$ cat src/rtl/click_pkg.sv
// Shared types and constants for the click decoder.
package click_pkg;

  typedef enum logic {
    IDLE    = 1'b0,
    COLLECT = 1'b1
  } state_e;

  localparam int MAX_CLICKS = 3;
  localparam int CLICK_W    = 2;
  localparam int DROP_W     = 8;

  // Click count increment that sticks at MAX_CLICKS.
  function automatic logic [CLICK_W-1:0] clicks_sat_inc(input logic [CLICK_W-1:0] c);
    if (c >= CLICK_W'(MAX_CLICKS)) begin
      return c;
    end
    return c + CLICK_W'(1);
  endfunction

endpackage

$ cat src/rtl/click_decoder_window_timer.sv
// Inter-click window timer: counts up from 0 and flags the last window cycle.
module window_timer #(
  parameter int WINDOW_CYC = 50000000,
  parameter int CNT_W      = $clog2(WINDOW_CYC)
) (
  input  logic clk_i,
  input  logic rst_i,
  input  logic clear_i,
  input  logic en_i,
  output logic expired_o
);

  logic [CNT_W-1:0] cnt_q;
  logic [CNT_W-1:0] cnt_d;

  assign expired_o = (cnt_q == CNT_W'(WINDOW_CYC - 1));

  always_comb begin
    cnt_d = cnt_q;
    if (clear_i) begin
      cnt_d = '0;
    end else if (en_i && !expired_o) begin
      cnt_d = cnt_q + CNT_W'(1);
    end
  end

  always_ff @(posedge clk_i) begin
    if (rst_i) begin
      cnt_q <= '0;
    end else begin
      cnt_q <= cnt_d;
    end
  end

endmodule

$ cat src/rtl/click_decoder.sv
// Groups press pulses into single/double/triple click events behind a valid/ready register.
// Optional dropped-event counter on drop_cnt when CLICK_DECODER_DROP_CNT_EN is defined.
module click_decoder
  import click_pkg::*;
#(
  parameter int WINDOW_CYC = 50000000,
  parameter int CNT_W      = $clog2(WINDOW_CYC)
) (
  input  logic               fpga_clk,
  input  logic               rst,
  input  logic               button_edge,
  input  logic               evt_ready,
  output logic               evt_valid,
  output logic [CLICK_W-1:0] evt_count
`ifdef CLICK_DECODER_DROP_CNT_EN
  ,
  output logic [DROP_W-1:0]  drop_cnt
`endif
);

  state_e             state_q, state_d;
  logic               edge_q;
  logic [CLICK_W-1:0] clicks_q, clicks_d;
  logic               evt_valid_q, evt_valid_d;
  logic [CLICK_W-1:0] evt_count_q, evt_count_d;
  logic               tmr_clear;
  logic               tmr_en;
  logic               tmr_expired;
  logic               load_req;
  logic               load_ok;

  // The press pulse is registered first so the FSM acts one cycle after sampling.
  always_ff @(posedge fpga_clk) begin
    if (rst) begin
      edge_q <= 1'b0;
    end else begin
      edge_q <= button_edge;
    end
  end

  window_timer #(
    .WINDOW_CYC (WINDOW_CYC),
    .CNT_W      (CNT_W)
  ) u_timer (
    .clk_i     (fpga_clk),
    .rst_i     (rst),
    .clear_i   (tmr_clear),
    .en_i      (tmr_en),
    .expired_o (tmr_expired)
  );

  always_comb begin
    state_d   = state_q;
    clicks_d  = clicks_q;
    tmr_clear = 1'b0;
    tmr_en    = 1'b0;
    load_req  = 1'b0;
    case (state_q)
      IDLE: begin
        tmr_clear = 1'b1;
        if (edge_q) begin
          state_d  = COLLECT;
          clicks_d = CLICK_W'(1);
        end
      end
      COLLECT: begin
        // A new press beats a simultaneous expiry and reopens the window.
        if (edge_q) begin
          clicks_d  = clicks_sat_inc(clicks_q);
          tmr_clear = 1'b1;
        end else if (tmr_expired) begin
          load_req  = 1'b1;
          state_d   = IDLE;
          clicks_d  = '0;
          tmr_clear = 1'b1;
        end else begin
          tmr_en = 1'b1;
        end
      end
      default: begin
        state_d  = IDLE;
        clicks_d = '0;
      end
    endcase
  end

  assign load_ok = load_req && (!evt_valid_q || evt_ready);

  always_comb begin
    evt_valid_d = evt_valid_q;
    evt_count_d = evt_count_q;
    if (load_ok) begin
      evt_valid_d = 1'b1;
      evt_count_d = clicks_q;
    end else if (evt_valid_q && evt_ready) begin
      evt_valid_d = 1'b0;
    end
  end

  always_ff @(posedge fpga_clk) begin
    if (rst) begin
      state_q     <= IDLE;
      clicks_q    <= '0;
      evt_valid_q <= 1'b0;
      evt_count_q <= '0;
    end else begin
      state_q     <= state_d;
      clicks_q    <= clicks_d;
      evt_valid_q <= evt_valid_d;
      evt_count_q <= evt_count_d;
    end
  end

  assign evt_valid = evt_valid_q;
  assign evt_count = evt_count_q;

`ifdef CLICK_DECODER_DROP_CNT_EN
  logic [DROP_W-1:0] drop_q, drop_d;

  always_comb begin
    drop_d = drop_q;
    if (load_req && !load_ok && (drop_q != {DROP_W{1'b1}})) begin
      drop_d = drop_q + DROP_W'(1);
    end
  end

  always_ff @(posedge fpga_clk) begin
    if (rst) begin
      drop_q <= '0;
    end else begin
      drop_q <= drop_d;
    end
  end

  assign drop_cnt = drop_q;
`endif

endmodule

$ cat config.mk
export PLATFORM = sky130hd
export DESIGN_NAME = click_decoder
export DESIGN_NICKNAME = d
export VERILOG_FILES = /design/src/rtl/click_pkg.sv /design/src/rtl/click_decoder_window_timer.sv /design/src/rtl/click_decoder.sv
export SDC_FILE = /design/constraint.sdc
export NUM_CORES = 1
export LEC_CHECK = 0
export ABC_AREA = 1
export ABC_CLOCK_PERIOD_IN_PS = 1600
export BUFFER_PORTS_ARGS = -buffer_cell sky130_fd_sc_hd__buf_2
export CELL_PAD_IN_SITES_DETAIL_PLACEMENT = 0
export CELL_PAD_IN_SITES_GLOBAL_PLACEMENT = 1
export CORE_AREA = 2 2 71 66
export DETAILED_ROUTE_END_ITERATION = 7
export DIE_AREA = 0 0 73 68
export GPL_ROUTABILITY_DRIVEN = 0
export PLACE_DENSITY_LB_ADDON = 0.1
export SKIP_LAST_GASP = 1
export SLEW_MARGIN = 15
export SYNTH_ARGS = -nofsm -noshare
export SYNTH_HDL_FRONTEND = slang
export SYNTH_SLANG_ARGS = --single-unit
$ cat constraint.sdc
create_clock -name fpga_clk -period 1.6 [get_ports fpga_clk]
set_input_delay 0.24 -clock fpga_clk [delete_from_list [all_inputs] [get_ports fpga_clk]]
set_output_delay 0.24 -clock fpga_clk [all_outputs]
set_load 0.02 [all_outputs]
---- Yosys cells after proc, flatten, opt, wreduce, memory -nomap -nowiden ----
Cells that the tools add are included.
cells by class
  equality and inequality tests ........... 4
  reduce and logical (&&, ||, !) cells .... 9
  bitwise logic cells ..................... 1
  order comparisons ....................... 1
  $add $sub $neg .......................... 2
  muxes and demuxes ....................... 21
operators by type and width
  cell                                                             count
  26-bit by 1-bit adder with 26-bit output, second input constant  1
  26-bit equality test, second input constant                      1
  1-bit two-way mux                                                14
  2-bit two-way mux                                                4
  4-bit != test, second input constant                             1
  1-bit one-hot mux with 2 select lines                            2
  2-bit one-hot mux with 2 select lines                            1
  1-bit logical AND                                                3
  3-bit by 1-bit != test with 1-bit output, second input constant  1
  3-bit AND reduction                                              1
  2-bit by 1-bit adder with 2-bit output, second input constant    1
  2-bit greater-or-equal comparator, second input constant         1
  1-bit zero test                                                  2
  2-bit != test, second input constant                             1
  2-bit nonzero test                                               1
  2-bit OR reduction                                               1
  1-bit logical OR                                                 1
  1-bit NOT                                                        1
word-level totals
  logic and storage cells ................. 44
  register bits ........................... 33

---- Logic depth before layout (Yosys ltp) ----
Gate-level depths: netlist of the first run.
  depth after elaboration ................. 7
  gate-level depth with buffers ........... 10
  mapped depth without buffers ............ 10

---- Hierarchy ----
From an unflattened synthesis of the first run, not the netlist that was laid out.
second synthesis, totals
  cell total of the unflattened synthesis .. 306
  area total of the unflattened synthesis .. 1923.1 µm²
modules (own cells, without submodules)
  module         cells an instance  area each (µm²)  times used
  window_timer   260                1604.0           1
  click_decoder  46                 319.1            1

---- Worst setup path after synthesis of the first run ----
Ideal clock, no wire load.
  path type ............................... register to register
  start ................................... reg u_timer.cnt_q[0]
  end ..................................... reg u_timer.cnt_q[5]
  setup slack ............................. 0.205 ns
  library setup time ...................... 0.120 ns
  period minus slack after synthesis ...... 1.395 ns
  required time ........................... 1.480 ns
  stages on the path, launching flop included .. 10
  buffers on the path ..................... 1
  arrival ................................. 1.275 ns
  cells stage by stage .................... dfxtp_1 -> ha_1 -> nand2_2 -> nor2_4 -> nand2_1 -> nor2_4 -> nand2_1 -> nand3_2 -> buf_6 -> nor3_1
between the ends
  word-level cells in the longest chain between the ends .. 5
  elaborated cells on any way between the ends .. 11
ends and longest elaborated chain
  element                                                                            RTL line                          source
  start: declaration                                                                 click_decoder_window_timer.sv:13  logic [CNT_W-1:0] cnt_q;
  start signal: assignment                                                           click_decoder_window_timer.sv:31  cnt_q <= cnt_d;
  26-bit equality test                                                               click_decoder_window_timer.sv:16  assign expired_o = (cnt_q == CNT_W'(WINDOW_CYC - 1));
  1-bit two-way mux                                                                  click_decoder.sv:71               end else if (tmr_expired) begin
  1-bit two-way mux                                                                  click_decoder.sv:68               if (edge_q) begin
  1-bit one-hot mux with 2 select lines / 1-bit two-way mux (equally long branches)  click_decoder.sv:58               case (state_q)
  2-bit OR reduction (no source line) / 1-bit logical AND (equally long branches)    --
Parallel ways exist; a longest one is shown, timed or not.
A chain may end at the register's enable or synchronous reset.

---- Worst setup path in the final report of the first run ----
  start ................................... reg u_timer.cnt_q[0]
  end ..................................... reg u_timer.cnt_q[14]
The elaborated chain is that of the path after synthesis.

==> reports/qor.txt, run 1 <==
Crit. End Element - flop
DIE AREA - 4960 um2
Core Box Area - 4290 um2
Detail Placement HPWL - 2880 um
WL/cell - 11.7 um
Unique masters post-synth - 29
Final non-filler cell total - 331
Drt total wl - 3870 um
Max Fclk - 653 MHz
Yosys warns - 0
Die width - 73 um
CTS clk-pin slew, worst paths - 0.07 ns
Largest net degree at the start of global routing - 15
Fraction of layout instances using a drive strength above 1 - 21.7%
Final min period - 1.53 ns
Overflow after GRT - 0
Die Span Y - 68 um
CTS Buffer Depth - 2
Hold depth - 2
Placed cell count - 314
Area growth, synth to finish - 16.1%
Synthesized net count - 263
Synth top area share - 37.1%
Peak VDD IR - 0.493 mV
Flops & latches, synth - 33
Antenna violations before repair - 0
Antenna Nets Post-Route - 0
DR iter-0 viols - 69
# fillers - 469
Sink Count - 33
Pwr/cell area - 716 nW/um2
Fin. max-slew vios - 0
DR vias - 1534
Hold crit path type - in2reg
DRC - 0
Crit path launch type - flop
Clk root buf - clkbuf_8
CTS tree - built
Final worst-path cycle share - 95.7%
Fin util - 48.3%
CP arrival - 1.71 ns
CTS Hold Buffers Added - 0
Top-count cell post-synth - nand2_1
Max-Cap Viols - 0
Total Power - 1.48 mW
First-pass GRT wire length - 6400 um
Status - completed
Syn_area_per_cell - 6.94 um2
Num CTS Buffers - 5
Post-synthesis cell area - 1780 um2
Leading area contributor after synthesis - dfxtp_1
Router iterations before antenna repair - 4
Critical path fanouts, max - 6
Top Ports - 7
Post-synth EDFFs - 0
Clock Skews - 0.00620 ns
Top cells by count, synth - nand2_1 (64), nor2_1 (50), dfxtp_1 (33)
GR Util All Layers - 17.1%
Clk_lat worst skew - 0.28 ns
Htree depth - 2
Unrepaired setup endpoints after global routing - yes
Synth Flop Type - dfxtp_1
Max-slew headroom - 69.2%
N_diodes - 0
Setup TNS - 0 ns
Required @ worst endpoint - 1.77 ns
Final layout net count - 286
Setup-failing EPs final - 0
Vias in the first global route - 1413
Asr flop ratio synth - 0%
Slew @ Worst Pin - 0.457 ns
Site Rows - 23
Avg Vias per Cell - 4.63
Top post-synthesis cells by area - dfxtp_1 (37%), nand2_1 (13%), nor2_1 (11%)
Leakage - 0.752 nW
Final Hold Vio Count - 0
Crit path kind - reg2reg
Register area share after synthesis - 37.1%
Gate count of the mapped netlist - 257
Worst r2r path cells - 9
Initial Util - 41.6%
Port bufs - 6
-- cell usage in the layout, fill, tap and decap left out, types with 2 or more instances in the layout --
cell      Yosys  routed
nand2_1      64      64
nor2_1       50      47
dfxtp_1      33      30
inv_1        28      28
a21oi_1      13      13
buf_4         1      12
nand3_1      10       9
nor2_4        7       7
nor2_2        3       6
xor2_1        6       6
buf_2         0       6
inv_2         5       5
clkbuf_8      0       5
nand3b_1      4       4
nand4_1       4       4
nand3_2       3       4
nor3_1        4       4
o21ai_1       4       4
nand2_4       2       3
clkbuf_1      0       3
dfxtp_2       0       3
nand2_2       3       2
-- worst max-delay path, stage by stage (launching register included) --
cell and delay [ns]:
dfxtp_2 0.36, ha_4 0.15, nand2_4 0.05, nor2_4 0.18, nand2_4 0.09, nor2_4 0.16
nand2_4 0.11, buf_4 0.16, xor2_1 0.12, nor2_1 0.05
-- cell families (layout without fill, tap and decap cells) --
| group | count (synthesis) | in the layout | synth area share [%] |
|---|---|---|---|
| adder cells (fa/ha/maj) | 2 | 2 | 1.40 |
| flip-flops | 33 | 33 | 37.1 |
| AND/OR/NAND/NOR | 161 | 161 | 44.4 |
| AO/OA/AOI/OAI | 19 | 19 | 5.54 |
| buffers and inverters | 36 | 60 | 8.63 |
| XOR/XNOR | 6 | 6 | 2.95 |
-- flip-flops by register name, summed over array words and instances, names as in the netlist --
register       flops
u_timer.cnt_q     26
edge_q             1
clicks_q           2
evt_valid          1
state_q            1
evt_count          2
-- path summary, 6_finish.rpt --
check | startpoint | end | slack, ns
worst min-delay path | rst | state_q$_SDFF_PP0_ | 0.16
worst max register to register | u_timer.cnt_q[0]$_SDFFE_PP0P_ | u_timer.cnt_q[14]$_SDFFE_PP0P_ | 0.07
worst min register to register | u_timer.cnt_q[21]$_SDFFE_PP0P_ | u_timer.cnt_q[21]$_SDFFE_PP0P_ | 0.49
worst max-delay path | u_timer.cnt_q[0]$_SDFFE_PP0P_ | u_timer.cnt_q[14]$_SDFFE_PP0P_ | 0.07
-- power by group --
part	internal, mW	switching [mW]	total [mW]
sequential	0.829	0.00715	0.836
clock	0.309	0.287	0.596
combinational	0.0216	0.0279	0.0495
-- cell type report --
cell class / count / area, um2 / share of cell area [%]
sequential: 33 / 664 / 32.1
tap: 50 / 62.6 / 3.02
timing repair buffer: 19 / 140 / 6.77
inverter: 33 / 124 / 5.99
multi-input combinational: 188 / 998 / 48.2
clock buffer: 8 / 80.1 / 3.87
-- repair_timing --
| action | in CTS | in global routing |
|---|---|---|
| endpoints found under the setup margin | 0 | 30 |
| buffers inserted | 0 | 9 |
| gates resized for setup | 0 | 10 |
-- routing by layer --
layer	GRT usage (%)	up-vias	part of all wire, %
li1	-	844	-
met1	21.7	675	49
met2	27.9	10	48
met3	3.98	5	2.0
met4	7.18	0	1.2
met5	0	-	0
-- metrics by stage --
stage               area [um2]  hold slack [ns]  worst slack, ns
floorplan                 1780            0.309            0.205
global placement          1890            0.428           0.0946
detailed placement        1890            0.442           0.0311
CTS                       1970            0.147          0.00924
global route              2070            0.147          -0.0644
finish                    2070            0.159           0.0685
Power figures use the tool's default switching activity.
==> run 2: changes to the inputs <==
Settings changed: ABC_AREA 1 to unset, CORE_AREA 2 2 71 66 to 2 2 65 61, DIE_AREA 0 0 73 68 to 0 0 67 63, SLEW_MARGIN 15 to 20.
==> run 2 against run 1 <==
The run now ends with negative setup slack left. Count of clock-buffer cells in the layout down 1. Sequential power down 1%. Die area down 15%. Total power up 6.5%. Routed wire length up 6.7%. Clock power up 16%. Final cell count down 15%. Register-to-register slack worse by 0.22 ns. Combinational power up 29%. Maximum frequency down 12%. Core utilization up 18 points. First-iteration DRC count down 17%. Critical path type unchanged. Largest cell class unchanged. Largest power group unchanged.
==> reports/qor.txt, run 2 <==
Pwr/cell area - 662 nW/um2 (was 716 nW/um2)
Seq pwr share - 52.3% (was 56.4%)
Sink Count - 33 (unchanged)
Peak VDD IR - 0.450 mV (was 0.493 mV)
CTS Hold Buffers Added - 0 (unchanged)
Slowest CP cell - or4_4 (was dfxtp_2)
Synth Area in Compound Gates - 12.2% (was 5.54%)
DR iter-0 viols - 57 (was 69)
Critical path fanouts, max - 5 (was 6)
Main combinational cell family by area after synthesis - simple AND/OR/NAND/NOR gates (unchanged)
CTS clk-pin slew, worst paths - 0.07 ns (about the same)
Register area share after synthesis - 42.2% (was 37.1%)
Top reg by flops - u_timer.cnt_q (unchanged)
Detail Placement HPWL - 2610 um (was 2880 um)
Unique masters post-synth - 38 (was 29)
Sw power - 345 uW (was 322 uW)
GR Util All Layers - 20.8% (was 17.1%)
Register area - 701 um2 (was 664 um2)
# fillers - 305 (was 469)
Clk_lat worst skew - 0.29 ns (was 0.28 ns)
Final worst-path cycle share - 109% (was 95.7%)
Top post-synthesis cells by area - dfxtp_1 (42%), xnor2_1 (5.6%), nor2_1 (4.6%) (was dfxtp_1 (37%), nand2_1 (13%), nor2_1 (11%))
CTS Buffer Depth - 2 (unchanged)
Avg Vias per Cell - 5.37 (was 4.63)
Cells along the critical path - nand4_1 > or3_4 > or4_4 > a21oi_2 (was ha_4 > nand2_4 > nor2_4 > nand2_4 > nor2_4 > nand2_4 > buf_4 > xor2_1 > nor2_1)
Max-Cap Viols - 0 (unchanged)
Failing checks - negative setup slack
Crit. End Element - flop (unchanged)
Final min period - 1.75 ns (was 1.53 ns)
Overflow after GRT - 0 (unchanged)
Most frequent cells in the layout - buf_4 (45), dfxtp_1 (15), nor2_1 (11), dfxtp_2 (11) (was nand2_1 (64), nor2_1 (47), dfxtp_1 (30), inv_1 (28), a21oi_1 (13))
Port bufs - 6 (unchanged)
Slew @ Worst Pin - 0.483 ns (was 0.457 ns)
Max Fclk - 572 MHz (was 653 MHz)
Max reg flops - 26 (unchanged)
Antenna Nets Post-Route - 0 (unchanged)
Status - finished, violations left (was completed)
Footprint of the multi-input gates - 1050 um2 (was 998 um2)
Final Hold Vio Count - 0 (unchanged)
Switching share of power - 21.9% (was 21.8%)
Antenna violations before repair - 0 (unchanged)
Top Ports - 7 (unchanged)
Die Span Y - 63 um (was 68 um)
Setup-failing EPs final - 29 (was 0)
Leading area contributor after synthesis - dfxtp_1 (unchanged)
CP peak stage delay - 0.49 ns (was 0.36 ns)
Top-count cell post-synth - dfxtp_1 (was nand2_1)
Post-synthesis cell area - 1560 um2 (was 1780 um2)
Largest net degree at the start of global routing - 14 (was 15)
Yosys warns - 0 (unchanged)
Worst hold slack - 0.156 ns (was 0.159 ns)
Post-synthesis adder-cell area fraction - 1.60% (was 1.40%)
Core Box Area - 3570 um2 (was 4290 um2)
Synth top area share - 42.2% (was 37.1%)
Gate count of the mapped netlist - 177 (was 257)
Combinational Power Share - 4.1% (was 3.3%)
WL/cell - 14.6 um (was 11.7 um)
Vias in the first global route - 1497 (was 1413)
First-pass GRT wire length - 6700 um (was 6400 um)
Top cells by count, synth - dfxtp_1 (33), nor2_1 (19), a21oi_1 (14) (was nand2_1 (64), nor2_1 (50), dfxtp_1 (33))
Max-slew headroom - 67.6% (was 69.2%)
Most common cell after layout, fill and taps aside - buf_4 (was nand2_1)
Fraction of layout instances using a drive strength above 1 - 50.8% (was 21.7%)
Internal cell power - 1.23 mW (was 1.16 mW)
Synth Area in XOR/XNOR - 8.40% (was 2.95%)
CTS tree - built (unchanged)
DRC - 0 (unchanged)
Htree depth - 2 (unchanged)
Multiplexer area fraction after synthesis - 0.720% (was 0%)
Clk root buf - clkbuf_8 (unchanged)
Unrepaired setup endpoints after global routing - yes (unchanged)
Site Rows - 21 (was 23)
Leakage - 0.818 nW (was 0.752 nW)
Initial Util - 43.8% (was 41.6%)
Router iterations before antenna repair - 4 (unchanged)
DP Worst Slack - -0.136 ns (was 0.0311 ns)
Post-Synth Simple-Gate Area - 30.7% (was 44.4%)
Clk pwr share - 43.7% (was 40.2%)
Hold crit path type - in2reg (unchanged)
Bufs and invs on worst path - 0 (was 1)
N_diodes - 0 (unchanged)
DIE AREA - 4220 um2 (was 4960 um2)
Die width - 67 um (was 73 um)
CP arrival - 1.97 ns (was 1.71 ns)
Crit path kind - reg2reg (unchanged)
Crit path launch type - flop (unchanged)
Num CTS Buffers - 5 (unchanged)
Synthesized net count - 183 (was 263)
Clock Skews - 0.00650 ns (was 0.00620 ns)
Final layout net count - 241 (was 286)
Area growth, synth to finish - 52.3% (was 16.1%)
Syn_area_per_cell - 8.84 um2 (was 6.94 um2)
Setup ws final - -0.147 ns (was 0.0685 ns)
DR vias - 1515 (was 1534)
Flops & latches, synth - 33 (unchanged)
Asr flop ratio synth - 0% (unchanged)
Synth Flop Type - dfxtp_1 (unchanged)
Drt total wl - 4130 um (was 3870 um)
Fin. max-slew vios - 0 (unchanged)
Post-synth EDFFs - 0 (unchanged)
Critical path's top delay family - simple AND/OR/NAND/NOR gates (unchanged)
Required @ worst endpoint - 1.82 ns (was 1.77 ns)
-- run 2: cell count changes after synthesis, sizes merged, moves of 4 or more --
cell	delta
or3	+7
inv	-26
nand3b	-4
xnor2	+10
nor4	+4
nand2	-59
or4	+6
nor2	-41
nand4	+4
nand3	-5
o31ai	+7
-- run 2: worst paths after layout --
kind,from,slack (ns),endpoint,depth (start not counted)
worst max-delay path,u_timer.cnt_q[8]$_SDFFE_PP0P_,-0.15,u_timer.cnt_q[25]$_SDFFE_PP0P_,4
worst min-delay path,button_edge,0.16,edge_q$_SDFF_PP0_,2
worst max register to register,u_timer.cnt_q[8]$_SDFFE_PP0P_,-0.15,u_timer.cnt_q[25]$_SDFFE_PP0P_,4
worst min register to register,evt_count[1]$_SDFFE_PP0P_,0.48,evt_count[1]$_SDFFE_PP0P_,2
-- run 2: final cells by class --
cell class,count,area share [%]
clock buffers,7,4.04
clock inverters,1,0.210
inverters,7,1.10
multi-input cells,132,43.9
flip-flops and latches,33,29.4
well taps,46,2.42
repair buffers,56,18.9
-- run 2: power groups by stage --
stage          Sequential [mW]  Clock (mW)  Combinational [mW]
3_5_place_dp             0.847           0              0.0422
4_1_cts                  0.828       0.713              0.0542
5_1_grt                  0.825       0.748              0.0696
2_1_floorplan            0.846           0              0.0270
6_report                 0.825       0.689              0.0641
3_3_place_gp             0.847           0              0.0397
-- run 2: per-layer routing --
layer  part of all wire, %  up-vias  global-route usage (%)
met3                   2.7        7                    5.95
met1                    45      731                    25.3
met4                   1.7        0                    5.36
met5                     0        -                       0
met2                    51       19                    35.4
li1                      -      758                       -
-- run 2: what timing repair did --
action / in CTS / in global routing
gates cloned: 1 / 2
pin swaps: 6 / 22
setup endpoints to repair: 31 / 32
gates resized for setup: 17 / 40
hold endpoints to repair: 0 / 0
setup buffers: 7 / 5
-- run 2: metrics by stage --
step	utilization, %	area, um2	instances	setup TNS, ns	total power, mW
floorplan	-	1630	177	-1.79	0.873
global route	66.7	2380	282	-4.30	1.64
finish	66.7	2380	282	-2.49	1.58
CTS	61.1	2180	276	-1.15	1.60
global placement	54.5	1950	260	-1.62	0.887
detailed placement	54.5	1950	260	-2.58	0.889
-- run 2: cells by family after synthesis --
logic type               Yosys count
AND/OR/NAND/NOR                   83
flip-flops                        33
AO/OA/AOI/OAI                     30
buffers and inverters             13
adder cells (fa/ha/maj)            2
XOR/XNOR                          15
multiplexers                       1
==> run 3: changes to the inputs <==
--- a/config.mk
+++ b/config.mk
@@ -7,5 +7,5 @@
 export LEC_CHECK = 0
 export ABC_CLOCK_PERIOD_IN_PS = 1600
-export BUFFER_PORTS_ARGS = -buffer_cell sky130_fd_sc_hd__buf_2
+export BUFFER_PORTS_ARGS = -buffer_cell sky130_fd_sc_hd__buf_4
 export CELL_PAD_IN_SITES_DETAIL_PLACEMENT = 0
 export CELL_PAD_IN_SITES_GLOBAL_PLACEMENT = 1
==> constraint.sdc (replaced) <==
create_clock -name fpga_clk -period 1.6 [get_ports fpga_clk]
set_input_delay 0.24 -clock fpga_clk [delete_from_list [all_inputs] [get_ports fpga_clk]]
set_output_delay 0.24 -clock fpga_clk [all_outputs]
set_load 0.1 [all_outputs]
==> run 3 against run 2 <==
The flow still finishes with violations (negative setup slack). Core utilization fell by 7.4 points. Via count is 2.9% lower. Final area is 11% lower. Global-route usage down 1.3 points. First-iteration DRC count up 82%. Combinational power down 31%. Sequential power is essentially flat. Clock skew up 0.0043 ns. Non-clock buffer count decreased by 11. Routed wire length down 12%. Critical endpoint is now u_timer.cnt_q[21]$_SDFFE_PP0P_. Largest cell class unchanged. Largest power group unchanged.
==> reports/qor.txt, run 3 (synthesis gave the netlist of run 2 again) <==
Failing checks - negative setup slack (unchanged)
Pwr/cell area - 689 nW/um2 (was 662 nW/um2)
Clk pwr share - 40.3% (was 43.7%)
Dpl cell area - 1970 um2 (was 1950 um2)
Crit path launch type - flop (unchanged)
Top Ports - 7 (unchanged)
Bufs and invs on worst path - 0 (unchanged)
Status - finished, violations left (unchanged)
Internal cell power - 1.14 mW (was 1.23 mW)
Num CTS Buffers - 5 (unchanged)
Sw power - 326 uW (was 345 uW)
Crit. End Element - flop (unchanged)
Initial Util - 43.8% (unchanged)
CTS clk-pin slew, worst paths - 0.07 ns (about the same)
CTS Buffer Depth - 2 (unchanged)
Seq pwr share - 56.6% (was 52.3%)
Setup TNS - -1.53 ns (was -2.49 ns)
Switching share of power - 22.3% (was 21.9%)
DR iter-0 viols - 104 (was 57)
Hold depth - 2 (unchanged)
Leakage - 0.730 nW (was 0.818 nW)
Antenna Nets Post-Route - 0 (unchanged)
Clk_lat worst skew - 0.29 ns (about the same)
Largest net degree at the start of global routing - 27 (was 14)
Hold wc startpoint - button_edge (unchanged)
Fin. max-slew vios - 0 (unchanged)
R2R Setup Slk - -0.13 ns (was -0.15 ns)
Area growth, synth to finish - 35.5% (was 52.3%)
Critical path's top delay family - simple AND/OR/NAND/NOR gates (unchanged)
DIE AREA - 4220 um2 (unchanged)
Top reg by flops - u_timer.cnt_q (unchanged)
Slew @ Worst Pin - 0.448 ns (was 0.483 ns)
Most frequent cells in the layout - buf_4 (44), nor2_1 (19), dfxtp_1 (19), a21oi_1 (13) (was buf_4 (45), dfxtp_1 (15), nor2_1 (11), dfxtp_2 (11))
Cells along the critical path - nand4_1 > or3_4 > or4_4 > a21oi_2 (unchanged)
Port bufs - 6 (unchanged)
Slowest CP cell - or4_4 (unchanged)
WL/cell - 13.4 um (was 14.6 um)
N_diodes - 0 (unchanged)
Reg2reg start - u_timer.cnt_q[8]$_SDFFE_PP0P_ (unchanged)
Antenna violations before repair - 0 (unchanged)
Final Cell Area - 2120 um2 (was 2380 um2)
Max reg flops - 26 (unchanged)
Max-slew headroom - 69.9% (was 67.6%)
DP Worst Slack - -0.118 ns (was -0.136 ns)
Fraction of layout instances using a drive strength above 1 - 37.9% (was 50.8%)
Clock Skews - 0.0108 ns (was 0.00650 ns)
Worst r2r path cells - 4 (unchanged)
Hold crit path type - in2reg (unchanged)
Vias in the first global route - 1501 (was 1497)
CP arrival - 1.95 ns (was 1.97 ns)
Sink Count - 33 (unchanged)
CP peak stage delay - 0.49 ns (about the same)
Site Rows - 21 (unchanged)
Unrepaired setup endpoints after global routing - yes (unchanged)
Fin util - 59.3% (was 66.7%)
Critical path depth - 4 (unchanged)
Crit path kind - reg2reg (unchanged)
Critical path fanouts, max - 5 (unchanged)
Combinational Power Share - 3.0% (was 4.1%)
Avg Vias per Cell - 5.45 (was 5.37)
Final layout net count - 230 (was 241)
Core Box Area - 3570 um2 (unchanged)
Worst hold path endpoint - edge_q$_SDFF_PP0_ (unchanged)
Overflow after GRT - 0 (unchanged)
Max Fclk - 577 MHz (was 572 MHz)
DR vias - 1471 (was 1515)
Die width - 67 um (unchanged)
Peak VDD IR - 0.473 mV (was 0.450 mV)
Die Span Y - 63 um (unchanged)
Drt total wl - 3630 um (was 4130 um)
Required @ worst endpoint - 1.82 ns (about the same)
Final Hold Vio Count - 0 (unchanged)
Max-Cap Viols - 0 (unchanged)
Detail Placement HPWL - 2620 um (was 2610 um)
Htree depth - 2 (unchanged)
GR Util All Layers - 19.5% (was 20.8%)
R2R Path End - u_timer.cnt_q[21]$_SDFFE_PP0P_ (was u_timer.cnt_q[25]$_SDFFE_PP0P_)
Clk root buf - clkbuf_8 (unchanged)
Final worst-path cycle share - 108% (was 109%)
First-pass GRT wire length - 6380 um (was 6700 um)
Final min period - 1.73 ns (was 1.75 ns)
Router iterations before antenna repair - 4 (unchanged)
Most common cell after layout, fill and taps aside - buf_4 (unchanged)
DRC - 0 (unchanged)
Setup ws final - -0.132 ns (was -0.147 ns)
Setup-failing EPs final - 26 (was 29)
CTS tree - built (unchanged)
[run 3: worst reg2reg max path, cell delays in order, from the launching register on]
cell     delay [ns]
dfxtp_4        0.38
nand4_1        0.19
or3_4          0.47
or4_4          0.49
a21oi_2        0.13
[run 3: metrics by stage]
| step | hold slack [ns] | std cells | power (mW) |
|---|---|---|---|
| 3_5_place_dp | 0.459 | 261 | 0.891 |
| 4_1_cts | 0.158 | 268 | 1.48 |
| 2_1_floorplan | 0.309 | 177 | 0.873 |
| 6_report | 0.157 | 270 | 1.46 |
| 3_3_place_gp | 0.450 | 261 | 0.889 |
| 5_1_grt | 0.176 | 270 | 1.52 |
[run 3: timing repair]
action / 4_1_cts / 5_1_grt
endpoints found under the setup margin: 31 / 32
setup buffers: 0 / 1
hold buffers: 0 / 0
gates resized for setup: 9 / 8
pin swaps: 1 / 3
cloned: 0 / 1
[run 3: cell type report]
| class | count | area, um2 |
|---|---|---|
| clock buffer | 6 | 72.6 |
| fill | 322 | 1450 |
| clock inverter | 1 | 5.00 |
| tap | 46 | 57.6 |
| inverter | 7 | 26.3 |
| multi-input combinational | 132 | 917 |
| sequential | 33 | 691 |
| timing repair buffer | 45 | 350 |
[run 3: worst max-delay path by stage]
stage	slack, ns	startpoint	endpoint
CTS	-0.08	u_timer.cnt_q[14]$_SDFFE_PP0P_	u_timer.cnt_q[21]$_SDFFE_PP0P_
global route	-0.21	u_timer.cnt_q[8]$_SDFFE_PP0P_	u_timer.cnt_q[21]$_SDFFE_PP0P_
global placement	-0.11	u_timer.cnt_q[12]$_SDFFE_PP0P_	clicks_q[1]$_SDFFE_PP0P_
detailed placement	-0.12	u_timer.cnt_q[9]$_SDFFE_PP0P_	evt_count[0]$_SDFFE_PP0P_
floorplan	-0.09	u_timer.cnt_q[1]$_SDFFE_PP0P_	u_timer.cnt_q[23]$_SDFFE_PP0P_
finish	-0.13	u_timer.cnt_q[8]$_SDFFE_PP0P_	u_timer.cnt_q[21]$_SDFFE_PP0P_
[run 3: per-layer routing]
layer / vias to the layer above / GRT usage, % / share of wire [%]
met5: - / 0 / 0
met4: 0 / 7.40 / 2.2
met3: 10 / 5.05 / 3.0
met2: 22 / 34.7 / 50
met1: 703 / 21.8 / 44
li1: 736 / - / -
[run 3: power by group through the flow]
stage | sequential (mW) | clock (mW) | combinational (mW)
after global placement | 0.847 | 0 | 0.0422
after floorplan | 0.846 | 0 | 0.0270
after detailed placement | 0.848 | 0 | 0.0436
after CTS | 0.829 | 0.607 | 0.0446
final | 0.828 | 0.589 | 0.0443
after global routing | 0.828 | 0.646 | 0.0508
